`config.mk`:
```
export PLATFORM = sky130hd
export DESIGN_NAME = mem_bus_router
export DESIGN_NICKNAME = d
export VERILOG_FILES = /design/src/rtl/mem_bus_pkg.sv /design/src/rtl/mem_bus_addr_dec.sv /design/src/rtl/mem_bus_router.sv
export SDC_FILE = /design/constraint.sdc
export NUM_CORES = 1
export LEC_CHECK = 0
export BUFFER_PORTS_ARGS = -buffer_cell sky130_fd_sc_hd__buf_2
export CAP_MARGIN = 20
export CORE_AREA = 5 5 131 133
export DETAILED_ROUTE_END_ITERATION = 7
export DIE_AREA = 0 0 136 138
export SYNTH_ARGS = -nofsm -noshare
export SYNTH_HDL_FRONTEND = slang
export SYNTH_SLANG_ARGS = --single-unit
```
`constraint.sdc`:
```
create_clock -name clk -period 2.41 [get_ports clk]
set_clock_uncertainty 0.15 [all_clocks]
set_input_delay 0.3615 -clock clk [delete_from_list [all_inputs] [get_ports clk]]
set_output_delay 0.3615 -clock clk [all_outputs]
set_load 0.02 [all_outputs]
```
`src/rtl/mem_bus_pkg.sv`:
```
// Shared types and constants for the memory bus router.
//   state_t            : router FSM state encoding (IDLE, BUSY, ERR)
//   CAUSE_*            : err_cause codes reported with a captured error
//   DEFAULT_ERR_RDATA  : read data returned on an error response
//   idx_width()        : width of a slave index for a given slave count
package mem_bus_pkg;

   typedef enum logic [1:0] {
      IDLE = 2'd0,
      BUSY = 2'd1,
      ERR  = 2'd2
   } state_t;

   localparam logic [1:0] CAUSE_NONE    = 2'b00;
   localparam logic [1:0] CAUSE_DECODE  = 2'b01;
   localparam logic [1:0] CAUSE_TIMEOUT = 2'b10;

   localparam logic [31:0] DEFAULT_ERR_RDATA = 32'hDEAD_BEEF;

   // A single slave still needs a 1-bit index so the vectors stay legal.
   function automatic int unsigned idx_width(input int unsigned n);
      return (n > 1) ? $clog2(n) : 1;
   endfunction

endpackage

```
`src/rtl/mem_bus_addr_dec.sv`:
```
// Combinational address decoder: compares the address against every slave
// window (addr & mask == base) and reports the lowest matching slave.
//   addr : request address
//   hit  : at least one slave window matches
//   idx  : index of the lowest matching slave (0 when no hit)
module mem_bus_addr_dec
   import mem_bus_pkg::*;
#(
   parameter int unsigned              NUM_SLAVES = 4,
   parameter logic [32*NUM_SLAVES-1:0] SLV_BASE   = {32'h0040_0000, 32'h0020_0000,
                                                     32'h0010_0000, 32'h0000_0000},
   parameter logic [32*NUM_SLAVES-1:0] SLV_MASK   = {32'hFFC0_0000, 32'hFFE0_0000,
                                                     32'hFFF0_0000, 32'hFFF0_0000},
   localparam int unsigned             IDX_W      = idx_width(NUM_SLAVES)
) (
   input  logic [31:0]      addr,
   output logic             hit,
   output logic [IDX_W-1:0] idx
);

   // Scan from the top down so the lowest matching index is written last.
   always_comb begin
      hit = 1'b0;
      idx = '0;
      for (int i = NUM_SLAVES - 1; i >= 0; i--) begin
         if ((addr & SLV_MASK[32*i +: 32]) == SLV_BASE[32*i +: 32]) begin
            hit = 1'b1;
            idx = IDX_W'(i);
         end
      end
   end

endmodule

```
`src/rtl/mem_bus_router.sv`:
```
// Routes a single-master valid/ready memory bus onto NUM_SLAVES slaves.
// Decodes the address in IDLE, forwards the request to the selected slave in
// BUSY, and answers undecoded or timed-out accesses with a one-cycle ERR
// response while capturing the failing address and cause.
//   clk, resetn                      : clock, synchronous active-low reset
//   mem_valid/addr/wdata/wstrb       : master request (wstrb == 0 is a read)
//   mem_ready, mem_rdata             : master response
//   s_valid, s_addr, s_wdata, s_wstrb: slave request (one-hot valid)
//   s_ready, s_rdata                 : slave responses, slave 0 in the LSBs
//   err_irq, err_clr                 : sticky error flag and its clear
//   err_addr, err_cause              : address and cause of the last error
module mem_bus_router
   import mem_bus_pkg::*;
#(
   parameter int unsigned              NUM_SLAVES     = 4,
   parameter logic [32*NUM_SLAVES-1:0] SLV_BASE       = {32'h0040_0000, 32'h0020_0000,
                                                         32'h0010_0000, 32'h0000_0000},
   parameter logic [32*NUM_SLAVES-1:0] SLV_MASK       = {32'hFFC0_0000, 32'hFFE0_0000,
                                                         32'hFFF0_0000, 32'hFFF0_0000},
   parameter int unsigned              TIMEOUT_CYCLES = 255,
   parameter logic [31:0]              ERR_RDATA      = DEFAULT_ERR_RDATA
) (
   input  logic                     clk,
   input  logic                     resetn,
   input  logic                     mem_valid,
   input  logic [31:0]              mem_addr,
   input  logic [31:0]              mem_wdata,
   input  logic [3:0]               mem_wstrb,
   output logic                     mem_ready,
   output logic [31:0]              mem_rdata,
   output logic [NUM_SLAVES-1:0]    s_valid,
   output logic [31:0]              s_addr,
   output logic [31:0]              s_wdata,
   output logic [3:0]               s_wstrb,
   input  logic [NUM_SLAVES-1:0]    s_ready,
   input  logic [32*NUM_SLAVES-1:0] s_rdata,
   output logic                     err_irq,
   input  logic                     err_clr,
   output logic [31:0]              err_addr,
   output logic [1:0]               err_cause
);

   localparam int unsigned IDX_W    = idx_width(NUM_SLAVES);
   localparam logic [15:0] CNT_LAST = 16'(TIMEOUT_CYCLES - 1);

   state_t           state, state_nxt;
   logic [IDX_W-1:0] sel, sel_nxt;
   logic [15:0]      cnt, cnt_nxt;
   logic             err_set;
   logic [1:0]       cause_nxt;
   logic             dec_hit;
   logic [IDX_W-1:0] dec_idx;
   logic [31:0]      rdata_arr [NUM_SLAVES];

   mem_bus_addr_dec #(
      .NUM_SLAVES (NUM_SLAVES),
      .SLV_BASE   (SLV_BASE),
      .SLV_MASK   (SLV_MASK)
   ) u_dec (
      .addr (mem_addr),
      .hit  (dec_hit),
      .idx  (dec_idx)
   );

   // Unpack slave read data so it can be indexed by the latched selection.
   for (genvar k = 0; k < NUM_SLAVES; k++) begin : g_rdata
      assign rdata_arr[k] = s_rdata[32*k +: 32];
   end

   // Request payload is broadcast; only s_valid steers it.
   assign s_addr  = mem_addr;
   assign s_wdata = mem_wdata;
   assign s_wstrb = mem_wstrb;

   // FSM state, slave selection and timeout counter.
   always_ff @(posedge clk) begin
      if (!resetn) begin
         state <= IDLE;
         sel   <= '0;
         cnt   <= '0;
      end else begin
         state <= state_nxt;
         sel   <= sel_nxt;
         cnt   <= cnt_nxt;
      end
   end

   // Error capture; a new error takes priority over a coincident clear.
   always_ff @(posedge clk) begin
      if (!resetn) begin
         err_irq   <= 1'b0;
         err_addr  <= '0;
         err_cause <= CAUSE_NONE;
      end else if (err_set) begin
         err_irq   <= 1'b1;
         err_addr  <= mem_addr;
         err_cause <= cause_nxt;
      end else if (err_clr) begin
         err_irq   <= 1'b0;
      end
   end

   // Next-state and response logic.
   always_comb begin
      state_nxt = state;
      sel_nxt   = sel;
      cnt_nxt   = cnt;
      err_set   = 1'b0;
      cause_nxt = CAUSE_NONE;
      s_valid   = '0;
      mem_ready = 1'b0;
      mem_rdata = '0;
      case (state)
         IDLE: begin
            if (mem_valid) begin
               if (dec_hit) begin
                  sel_nxt   = dec_idx;
                  cnt_nxt   = '0;
                  state_nxt = BUSY;
               end else begin
                  state_nxt = ERR;
                  err_set   = 1'b1;
                  cause_nxt = CAUSE_DECODE;
               end
            end
         end
         BUSY: begin
            s_valid[sel] = mem_valid;
            mem_ready    = s_ready[sel];
            mem_rdata    = rdata_arr[sel];
            // A withdrawn request aborts silently; ready beats the timeout.
            if (!mem_valid || s_ready[sel]) begin
               state_nxt = IDLE;
            end else if (cnt == CNT_LAST) begin
               state_nxt = ERR;
               err_set   = 1'b1;
               cause_nxt = CAUSE_TIMEOUT;
            end else begin
               cnt_nxt = cnt + 16'd1;
            end
         end
         ERR: begin
            mem_ready = 1'b1;
            mem_rdata = ERR_RDATA;
            state_nxt = IDLE;
         end
         default: state_nxt = IDLE;
      endcase
   end

endmodule

```
==> results.md <==
- Number of vias per cell: 4.740
- Power per cell area: 440.4 nW/µm²
- Reg clk slew, reported paths: 0.07 ns
- Clock Path Buffers: 2
- Type of origin of the critical path: register
- Max Cap Viol: 0
- Status: complete, no violations
- WL per Instance: 17.07 µm
- Mapped Area: 3995 µm²
- Transition time of the tightest slew-check pin: 0.5190 ns
- Final setup vio count: 0
- Final Hold Fails: 0
- Initial antenna violation count: 0
- Gr usage total: 15.06%
- Commonest non-fill, non-tap cell in the layout: buf_2
- Period Utilization, post-route: 98.10%
- Yosys reg bits: between 50 and 60
- Layout cells sized above 1: 50.15%
- Synth area leader: dfxtp_1
- Cell leakage power: 0.002621 µW
- Post-synth top area share: approximately 28%
- Fill cells: 1667
- Htree depth: 2
- Syn Nets: 689
- Register area share after synthesis: 27.56%
- Final Max Tran Viols: 0
- Site Rows: 46
- GP Congestion: 0.9341
- Largest net degree at the start of global routing: 35
- HPWL after detailed placement: 12300 µm
- Yosys warnings: 0
- Crit Path Max Fanout: 16
- Ys flop type: dfxtp_1
- Max-slew headroom: roughly two thirds
- Reg2Reg Capture Point: cnt[15]
- Worst r2r src: sel[0]
- IO Pins: 344
- Dpl cells: about 890
- Setup CP Type: reg -> out
- Cts hold-fix bufs: 0
- CTS tree: yes
- IO Port Bufs: approximately 270
- RSZ-0062 raised after global routing: no
- Core ar.: 15710 µm²
- Total power: 2390 µW
- CTS sink count: 55
- Clock Latency Late Sink: roughly 0.29 ns
- Worst EP required: 1.90 ns
- Post-synth EDFFs: 0
- R2R depth: 5
- Die area: 18770 µm²
- Synth Area per Inst: 8.323 µm²
- CTS buffer count: 5
- Mapped Cells: 480
- DRC viols: 0
- Critical path launch point: sel[0]
- Remaining Overflow, GRT: 0
- Drt pass-1 iters: 4
- CP endpoint: mem_rdata[20]
- FMAX: 423.0 MHz
- Commonest non-fill, non-tap cells in the layout: buf_2 (271), nand2_1 (114), dfxtp_1 (53), a21oi_1 (45), mux4_2 (33)
- Starting Density: between 20% and 30%
- CP Capture Type: output pin
- Reg2Reg Setup Slack: 0.13 ns
- Tightest Hold Check Type: in -> reg
- Data arrival time of the worst path: 1.85 ns
- Vias in the first global route: 4220
- Nets: 888
- Layout Cells excl Fill: ~900
- Die height: about 140 µm
- Yosys cell types: 43
- First-pass GRT wire length: 22980 µm
- Post-route ant nets: 0
- Top cells by area, synth: dfxtp_1 (28%), mux4_2 (19%), buf_4 (13%), nand2_1 (11%), a21oi_1 (5.8%)
- Starting DRC count in detailed routing: 300
- Die Span X: about 140 µm
- Routed WL: 15310 µm
- Root buffer cell: clkbuf_16
- VDD IR max: roughly 0.00037 V
- Layout area overhead: 35.83%
- Synth async-reset ratio: 0%
- Minimum clock period: 2.364 ns
- Vias: approximately 4300
==> per-layer routing <==
metal | share of wire [%] | up-vias | GRT usage [%]
met4 | 1.4 | 0 | 3.767
met2 | 50 | 240 | 27.17
met1 | 37 | 1958 | 17.10
met3 | 11 | 17 | 4.681
li1 | - | 2037 | -
met5 | 0 | - | 0
==> cell usage after synthesis, types with 2 or more instances <==
cell type / n
a211o_1: 2
buf_2: 7
buf_4: 68
a21oi_1: 46
nand3_1: 30
xor2_1: 2
inv_1: 5
a21o_1: 4
o21bai_1: 2
a211oi_1: 2
buf_1: 3
nand4_1: 5
nor3_1: 6
o21ai_1: 2
dfxtp_1: 55
nor4b_1: 2
and3_1: 11
and2_1: 2
or4_1: 6
o21ai_0: 9
clkbuf_1: 22
nor3b_1: 5
nor2_1: 8
and4_1: 5
mux4_2: 33
nand2b_1: 3
a31oi_1: 2
nand2_1: 114
ha_1: 5
==> kinds of logic after synthesis <==
| logic type | after synthesis | share of synthesized area [%] |
|---|---|---|
| muxes | 33 | 18.60 |
| DFF | 55 | 27.56 |
| and+or+nand+nor | 202 | 23.96 |
| buffers and inverters | 106 | 16.57 |
| AOI/OAI and AO/OA | 77 | 11.31 |
| xor gates and xnor gates | 2 | 0.4385 |
| adders and majority gates | 5 | 1.566 |
==> critical path, cell delays in order (launching register included) <==
cell and delay [ns]:
dfxtp_4 0.42, buf_12 0.20, mux4_2 0.52, and3_1 0.23, buf_2 0.17
==> stage by stage <==
step	setup slack (ns)	utilization, %	cell area [µm²]	setup TNS, ns	hold WS [ns]
5_1_grt	0.005542	34.52	5424	0	0.1515
3_5_place_dp	0.06993	33.12	5204	0	0.2919
4_1_cts	-0.01866	34.39	5404	-0.09144	0.1500
2_1_floorplan	0.1417	-	3995	0	0.2841
3_3_place_gp	0.09024	33.12	5204	0	0.2848
6_report	0.04584	34.54	5426	0	0.1609
==> power by group <==
part | internal [µW] | leakage (µW) | switching, µW
clock network | 495 | 0.0000815 | 336
logic | 258 | 0.00209 | 336
registers | 946 | 0.000450 | 18.6
==> repair_timing <==
item,in CTS,in global routing
cloned,1,0
endpoints found under the setup margin,1,23
pin swaps,0,1
gates resized for setup,0,5
setup buffers,0,0
==> state kept, by name (all words and copies together), names as in the netlist <==
name,count
cnt,16
sel,2
err_irq,1
err_addr,32
err_cause,2
state,2
==> worst min path at each step <==
stage	from	to	slack (ns)	cells after the start
after floorplan	cnt[5]	cnt[5]	0.28	2
after global placement	err_addr[22]	err_addr[22]	0.28	2
after detailed placement	err_addr[2]	err_addr[2]	0.29	2
after CTS	mem_addr[18]	err_addr[18]	0.15	3
after global routing	mem_addr[18]	err_addr[18]	0.15	3
final	mem_addr[15]	err_addr[15]	0.16	3
==> final cells by class <==
type                    instances  area (µm²)  share of cell area (%)
diodes                          1       2.502                 0.04611
multi-input cells             319        2261                   41.66
inverters                       6       22.52                  0.4150
clock inverters                 2       38.79                  0.7148
well taps                     216       270.3                   4.980
clock buffers                   6       128.9                   2.375
repair buffers                292        1597                   29.42
flip-flops and latches         55        1106                   20.38
No activity file was read; power rests on OpenSTA's default activity.
